$ cat src/rtl/counter_mod12_core_if.sv
// Bundles the load/count control inputs and the count output of the
// modulo-12 counter. The master side drives the controls and the slave
// side (the counter) drives the count.
interface counter_mod12_core_if #(
    parameter int WIDTH = 4
);
    logic             load;
    logic             mode;
    logic [WIDTH-1:0] data_in;
    logic [WIDTH-1:0] data_out;

    modport master (
        output load,
        output mode,
        output data_in,
        input  data_out
    );

    modport slave (
        input  load,
        input  mode,
        input  data_in,
        output data_out
    );
endinterface

$ cat src/rtl/counter_mod12_core.sv
// Modulo-12 up/down counter with parallel load.
// Priority at each rising edge is reset, then load, then count.
// Loads of 12..15 are forced to 0. Wrap-around uses an explicit compare.
// The count is driven straight from a register.
module counter_mod12_core #(
    parameter int MODULUS = 12,
    parameter int WIDTH   = 4
) (
    input  logic          clk,
    input  logic          rst,
    counter_mod12_core_if.slave bus
);
    localparam logic [WIDTH-1:0] LP_MAX = WIDTH'(MODULUS - 1);

    logic [WIDTH-1:0] r_count;
    logic [WIDTH-1:0] w_next;

    // Next count value for the load/count paths; reset is applied in the register
    always_comb begin
        w_next = r_count;
        if (bus.load) begin
            w_next = (bus.data_in <= LP_MAX) ? bus.data_in : '0;
        end else if (bus.mode) begin
            w_next = (r_count >= LP_MAX) ? '0 : r_count + 1'b1;
        end else begin
            w_next = (r_count == '0) ? LP_MAX : r_count - 1'b1;
        end
    end

    // Count register with synchronous active-high reset
    always_ff @(posedge clk) begin
        if (rst) begin
            r_count <= '0;
        end else begin
            r_count <= w_next;
        end
    end

    assign bus.data_out = r_count;
endmodule

$ cat src/flat_wrapper.sv
// flat-port wrapper written by rule: the top's interface ports become plain ports
module counter_mod12_core_flat 
#(
    parameter int MODULUS = 12,
    parameter int WIDTH   = 4
)
  (clk, rst, bus_load, bus_mode, bus_data_in, bus_data_out);
  counter_mod12_core_if #(.WIDTH(WIDTH)) bus_i ();
  input  logic clk;
  input  logic rst;
  input wire logic [$bits(bus_i.load)-1:0] bus_load;
  input wire logic [$bits(bus_i.mode)-1:0] bus_mode;
  input wire logic [$bits(bus_i.data_in)-1:0] bus_data_in;
  output wire logic [$bits(bus_i.data_out)-1:0] bus_data_out;
  assign bus_i.load = bus_load;
  assign bus_i.mode = bus_mode;
  assign bus_i.data_in = bus_data_in;
  assign bus_data_out = bus_i.data_out;
  counter_mod12_core #(.MODULUS(MODULUS), .WIDTH(WIDTH)) u_core (.clk(clk), .rst(rst), .bus(bus_i));
endmodule
$ cat config.mk
export PLATFORM = sky130hd
export DESIGN_NAME = counter_mod12_core_flat
export DESIGN_NICKNAME = d
export VERILOG_FILES = /design/src/rtl/counter_mod12_core_if.sv /design/src/rtl/counter_mod12_core.sv /design/src/flat_wrapper.sv
export SDC_FILE = /design/constraint.sdc
export NUM_CORES = 1
export LEC_CHECK = 0
export BUFFER_PORTS_ARGS = -buffer_cell sky130_fd_sc_hd__clkbuf_2
export CAP_MARGIN = 0
export CELL_PAD_IN_SITES_DETAIL_PLACEMENT = 0
export CELL_PAD_IN_SITES_GLOBAL_PLACEMENT = 1
export CORE_AREA = 2 2 39 41
export CTS_CLUSTER_DIAMETER = 100
export DETAILED_ROUTE_END_ITERATION = 10
export DIE_AREA = 0 0 41 43
export PLACE_DENSITY = 0.63
export SYNTH_ARGS = -nofsm -noshare
export SYNTH_HDL_FRONTEND = slang
export SYNTH_SLANG_ARGS = --single-unit
$ cat constraint.sdc
create_clock -name clk -period 1.2 [get_ports clk]
set_input_delay 0.12 -clock clk [delete_from_list [all_inputs] [get_ports clk]]
set_output_delay 0.12 -clock clk [all_outputs]
set_load 0.005 [all_outputs]
; ---- Yosys cells after proc, flatten, opt, wreduce, memory -nomap -nowiden
; Cells that the tools add are included.
[totals]
register_bits = 4
input_bits = 8
output_inout_bits = 4
[op_classes]
addsub = 2
n_lt_le_gt_ge = 2
muxes = 5
reduce_logical = 1
[op_table]
columns = op, n
row1 = 4-bit two-way mux, 5
row2 = 4-bit by 1-bit adder with 4-bit output (second input constant), 1
row3 = 4-bit >= comparator (second input constant), 1
row4 = 4-bit <= comparator (second input constant), 1
row5 = 4-bit zero test, 1
row6 = 4-bit by 1-bit subtractor with 4-bit output (second input constant), 1

; ---- Depth between registers and ports, before layout
; Gate-level depths: netlist of the first run.
[depth]
depth_word = 4
mapped_depth = 5
ltp_nobuf = 5

; ---- Worst setup path after synthesis of the first run
; Ideal clock, no wire load.
[synth_timing]
path_type = register -> register
start = register u_core.r_count[0] (netlist: u_core.bus.data_out[0])
end = register u_core.r_count[3] (netlist: u_core.bus.data_out[3])
setup_time_ns = 0.125
arrival_ns = 1.212
required_time_ns = 1.075
setup_slack_ns = -0.137
path_stages_with_launch = 6
n_path_buf = 0
period_less_slack_ns = 1.337
path_cell_list = dfxtp_1 inv_1 ha_1 or2_2 o2111ai_1 nand3_1
[synth_between]
elab_chain_len = 4
word_cells_on_any_way = 8
classes_between = add/sub (2) / order compare (1) / mux (4) / reduce/logical (1)
[synth_lines]
columns = item, line
row1 = from (decl), counter_mod12_core.sv:15  ; logic [WIDTH-1:0] r_count;
row2 = from (signal assigned), counter_mod12_core.sv:35  ; r_count <= w_next;
row3 = "4-bit by 1-bit subtractor with 4-bit output, or another cell as far along", counter_mod12_core.sv:26  ; w_next = (r_count == '0) ? LP_MAX : r_count - 1'b1;
row4 = "4-bit two-way mux, on equally long branches", "counter_mod12_core.sv:26, counter_mod12_core.sv:24"
row5 = 4-bit two-way mux *, counter_mod12_core.sv:23  ; end else if (bus.mode) begin
row6 = 4-bit two-way mux *, counter_mod12_core.sv:21  ; if (bus.load) begin
; Mark *: on every way between the ends. The rest lies on a longest branch, timed or not.
; A chain may end at the register's enable or synchronous reset.

; ---- Worst setup path after layout of the first run
; Ends and elaborated chain as after synthesis.

==> metrics.md, run 1 <==
| Metric | Value |
|---|---|
| R2R setup slack | `-0.02 ns` |
| Maximum vdd drop | `0.4349 mV` |
| Die H | `between 40 and 50 um` |
| GRT Resource Usage Total | `13.73%` |
| Antenna diodes | `0` |
| Largest net degree at the start of global routing | `10` |
| ANT nets after route | `0` |
| Initial DRT Pass Iterations | `2` |
| H-tree depth | `1` |
| First-pass GRT wire length | `~1.5 mm` |
| Net count after synthesis | `51` |
| Status | `finished with violations` |
| CTS clk-pin slew, worst paths | `~0.040 ns` |
| # IOs | `12` |
| Routability cong. | `between 0.7 and 0.8` |
| Cell taking the most area after synthesis | `dfxtp_1` |
| Number of flip-flops under the largest register name | `4` |
| Utilization after layout | `~46%` |
| Total gr overflow | `0` |
| Routed via count | `414` |
| Root buffer cell | `clkbuf_4` |
| Post-synth top area share | `23.97%` |
| Mux share of post-synthesis cell area | `0%` |
| Final setup TNS | `-0.02048 ns` |
| DR vias/cell | `5.111` |
| RSZ-0062 raised after global routing | `yes` |
| Setup-failing EPs final | `1` |
| Die X-Extent | `roughly 41 um` |
| Syn Inst Count | `41` |
| Final Hold Vio Count | `0` |
| Switching power | `194.8 uW` |
| Crit end category | `flop` |
| Switching fraction of total power | `32.47%` |
| R2R cell count | `4` |
| Final critical-path required period | `1.220 ns` |
| Max_slew headroom | `83.86%` |
| Avg WL per Cell | `14.06 um` |
| Slew Limit Fails | `0` |
| Dpl ws | `-0.07183 ns` |
| Clk buf depth | `2` |
| Post-synthesis cell type count | `23` |
| Leak | `about 0.00026 uW` |
| Number of synthesized register bits | `4` |
| Failing checks | `setup timing` |
| IO Port Bufs | `11` |
| Internal power | `405.1 uW` |
| Post-synthesis adder-cell area fraction | `7.491%` |
| Most common cell after layout, fill and taps aside | `clkbuf_2` |
| Area Overhead vs Synth | `91.76%` |
| Largest family of logic cells by synthesized area | `simple AND/OR/NAND/NOR gates` |
| Most frequent cells in the layout | `clkbuf_2, buf_4, buf_6` |
| CP Data Arrival Time | `1.35 ns` |
| DRC | `0` |
| Worst-margin pin slew | `0.2395 ns` |
| Seq pwr share | `27.4%` |
| Max_cap viols | `0` |
| Worst endpoint required time | `around 1.3 ns` |
| Vias in the first global route | `363` |
| Crit Path Class | `reg2reg` |
| FMAX | `0.8194 GHz` |
| Synth top area cells | `dfxtp_1, ha_1, nand4bb_1` |
| Initial antenna violation count | `0` |
| PwrDens | `936.3 nW/um^2` |
| Detailed placement HPWL | `685.2 um` |
| Worst-path maximum fanout | `3` |
| Crit path launch type | `flop` |
| Clk_lat worst skew | `approximately 0.24 ns` |
| Initial DRC Count | `1` |
| Layout cell share with drive strength beyond 1 | `72.31%` |
| CTS tree | `done` |
| Xor/xnor share of the synthesized area | `0%` |
| Final worst setup slack | `-0.02048 ns` |
| Synth Cell Area | `roughly 330 um^2` |
| Fillers | `139` |
| Compound-gate portion of the synthesized area | `22.85%` |
| Die Area | `1763 um^2` |
| Yosys warns | `0` |
| Hold Crit Class | `in2reg` |
| Worst Clk Skew | `about 0.0009 ns` |
| Final wirelength | `around 1.1 mm` |
| Cts bufs inserted | `3` |
| Tcrit/Tclk final | `101.7%` |
| Post-Synth Simple-Gate Area | `41.20%` |
| # nets final | `76` |
| TritonCTS Sinks | `4` |
| Post-synthesis sequential area ratio | `23.97%` |
| Avg Cell Area, Syn | `8.148 um^2` |
| Hold Path Cell Cnt | `3` |
| Combinational power share | `40.1%` |
| Initial Util | `24.14%` |
| Clk pwr share | `approximately a third` |
| Core Area | `1384 um^2` |
| # rows | `14` |
Yosys cell counts:
library cell and count:
a21boi_0 1, a21oi_1 2, a221oi_1 2, and2b_2 1, and4b_2 1, clkbuf_1 1, dfxtp_1 4, ha_1 2
inv_1 3, nand2_1 2, nand3_1 2, nand4b_1 1, nand4bb_1 2, nor2_1 4, nor2b_2 1, nor3_1 1
nor3b_1 2, o2111ai_1 1, o21ai_0 3, o41ai_1 2, or2_2 1, or2b_2 1, or4b_1 1
kinds of logic after synthesis:
family,after synthesis
DFF,4
adders and majority gates,2
AOI/OAI and AO/OA,11
and+or+nand+nor,20
buffers and inverters,4
layout make-up:
type	count	area, um^2	area share, %
repair buffers	21	147.6	23.05
well taps	16	20.02	3.125
inverters	3	13.76	2.148
flip-flops and latches	4	87.58	13.67
clock buffers	4	26.28	4.102
multi-input cells	33	345.3	53.91
final timing paths:
check	from	to
min reg2reg	u_core.bus.data_out[2]	u_core.bus.data_out[3]
min	bus_data_in[1]	u_core.bus.data_out[1]
max	u_core.bus.data_out[0]	u_core.bus.data_out[3]
max reg2reg	u_core.bus.data_out[0]	u_core.bus.data_out[3]
worst max-delay path, cell delays in order, from the launching register on:
cell and delay (ns):
dfxtp_4 0.36, buf_6 0.12, or4b_4 0.47, o2111ai_2 0.07, nand3_1 0.08
power groups by stage:
stage	Sequential, uW	Clock [uW]	Combinational [uW]
finish	164	195	240
global route	165	205	261
CTS	161	201	183
detailed placement	161	0	144
global placement	161	0	146
floorplan	165	0	69.1
metal layers:
layer	vias to the layer above	track usage, %	wire length [um]
met3	4	3.141	30
met5	-	0	0
met4	0	12.00	43
met1	194	16.61	533
met2	11	19.06	531
li1	205	-	-
per-stage QoR:
step                instances  hold slack [ns]  total power, uW  area (um^2)
floorplan                  41           0.1912            233.7        341.6
global placement           73           0.3811            307.2        457.9
detailed placement         73           0.3859            305.4        457.9
CTS                        80           0.1265            544.9        541.8
global route               81           0.1513            630.9        640.6
finish                     81           0.1293            599.8        640.6
what timing repair did:
item,in CTS,in global routing
hold buffers,0,0
setup endpoints to repair,4,5
buffers inserted,3,1
pin swaps,6,8
gates resized for setup,9,18
Power figures use the tool's default switching activity.
==> inputs of run 2 (changes only) <==
CELL_PAD_IN_SITES_GLOBAL_PLACEMENT = 2   (was 1)
CORE_AREA = unset   (was 2 2 39 41)
CORE_MARGIN = 1   (was unset)
CORE_UTILIZATION = 22   (was unset)
DIE_AREA = unset   (was 0 0 41 43)
PLACE_DENSITY = 0.69   (was 0.63)
RECOVER_POWER = 25   (was unset)
==> metrics.md, run 2 (same netlist as run 1, synthesis figures left out) <==
| Metric | Value |
|---|---|
| Final critical-path required period | `1.238 ns` |
| Slew Limit Fails | `0` |
| Number of flip-flops under the largest register name | `4` |
| Core Area | `1350 um^2` |
| # nets final | `75` |
| Crit path launch type | `flop` |
| H-tree depth | `1` |
| Routability cong. | `0.6814` |
| TritonCTS Sinks | `4` |
| Hold-fix buffers, CTS | `0` |
| CP Data Arrival Time | `~1.4 ns` |
| Area Overhead vs Synth | `73.41%` |
| Die X-Extent | `40.97 um` |
| FMAX | `0.8076 GHz` |
| CTS clk-pin slew, worst paths | `around 0.05 ns` |
| Setup-failing EPs final | `1` |
| Final Hold Vio Count | `0` |
| Total gr overflow | `0` |
| Maximum vdd drop | `0.3121 mV` |
| Worst-path maximum fanout | `4` |
| Crit end category | `flop` |
| Crit Path Class | `reg2reg` |
| Layout cell share with drive strength beyond 1 | `67.19%` |
| Non-Filler Cell Area, Final | `579.3 um^2` |
| Fillers | `136` |
| GRT Resource Usage Total | `14.64%` |
| Worst-margin pin slew | `0.3117 ns` |
| Leak | `roughly 0.00025 uW` |
| DRC | `0` |
| Power, Total | `551.8 uW` |
| Worst Clk Skew | `between 0.004 and 0.005 ns` |
| Die H | `between 40 and 50 um` |
| # rows | `13` |
| PwrDens | `952.5 nW/um^2` |
| Critical-path top delay cell | `or4b_4` |
| Clk buf depth | `2` |
| Final worst setup slack | `-0.03820 ns` |
| Most frequent cells in the layout | `clkbuf_2, buf_4, nor2_1` |
| Hold slack | `0.1409 ns` |
| Most common cell after layout, fill and taps aside | `clkbuf_2` |
| Final wirelength | `930 um` |
| Initial Util | `around 25%` |
| RSZ-0062 raised after global routing | `yes` |
| Initial DRT Pass Iterations | `6` |
| Fin cells | `79` |
| Max_cap viols | `0` |
| Max_slew headroom | `79.06%` |
| Routed via count | `403` |
| # IOs | `12` |
| Dpl ws | `-0.09134 ns` |
| Root buffer cell | `clkbuf_4` |
| Status | `finished with violations` |
| Antenna diodes | `0` |
| Detailed placement HPWL | `721.8 um` |
| Hold Crit Class | `in2reg` |
| Failing checks | `setup timing` |
| IO Port Bufs | `11` |
| Placed cell areas | `about 470 um^2` |
| Cell chain of the critical path | `buf_6 > or4b_4 > o2111ai_2 > nand3_1` |
| Critical Path Max Stage Delay | `0.47 ns` |
| Placed cell count | `74` |
| Initial DRC Count | `4` |
| DR vias/cell | `5.101` |
| ANT nets after route | `0` |
| First-pass GRT wire length | `1.483 mm` |
| Largest net degree at the start of global routing | `10` |
| Clk_lat worst skew | `roughly 0.24 ns` |
| Vias in the first global route | `337` |
| Die Area | `approximately 1700 um^2` |
| Cts bufs inserted | `3` |
| Worst endpoint required time | `1.31 ns` |
| Tcrit/Tclk final | `103.2%` |
| Initial antenna violation count | `0` |
| Avg WL per Cell | `11.77 um` |
| CTS tree | `done` |
==> run 2: cell type report <==
cell class              count  area, um^2  area share, %
multi-input cells          33       302.8          52.27
inverters                   3       13.76          2.376
repair buffers             20       130.1          22.46
well taps                  15       18.77          3.240
flip-flops and latches      4       87.58          15.12
clock buffers               4       26.28          4.536
==> run 2: routing by layer <==
metal  part of all wire, %  wire [um]  global-route usage [%]  vias to the layer above
met5                     0          0                       0                        -
met4                   2.2         20                   12.50                        0
met3                   7.1         66                   4.891                        2
met2                    46        426                   21.48                       18
met1                    45        416                   16.72                      179
li1                      -          -                       -                      204
==> run 2: repair_timing <==
| action | 4_1_cts | 5_1_grt |
|---|---|---|
| buffers inserted | 0 | 1 |
| endpoints found under the setup margin | 3 | 4 |
| pin swaps | 5 | 5 |
| gates cloned | 0 | 0 |
| gates resized for setup | 10 | 9 |
==> run 2: report_power, final <==
part,switching (uW),internal (uW)
clock network,66.8,126
logic,82.9,112
registers,18.9,146
total,169,383
==> run 2: worst paths after layout <==
check	from	to	slack, ns	cells past startpoint
max reg2reg	u_core.bus.data_out[0]	u_core.bus.data_out[3]	-0.04	4
min	bus_data_in[1]	u_core.bus.data_out[1]	0.14	3
min reg2reg	u_core.bus.data_out[1]	u_core.bus.data_out[3]	0.68	3
max	u_core.bus.data_out[0]	u_core.bus.data_out[3]	-0.04	4
==> run 2: worst max-delay path: cells and delay by family, from the launching register on <==
| family | cells | cell delay [ns] |
|---|---|---|
| AOI/OAI and AO/OA | 1 | 0.08 |
| and+or+nand+nor | 2 | 0.56 |
| DFF | 1 | 0.36 |
| buffers and inverters | 1 | 0.12 |
==> run 2: per-stage QoR <==
step           utilization [%]  setup TNS (ns)
6_report                 42.91        -0.03820
5_1_grt                  42.91         -0.1120
4_1_cts                  39.85         -0.1067
3_5_place_dp             34.94         -0.1774
3_3_place_gp             34.94         -0.1055
2_1_floorplan                -        -0.02257
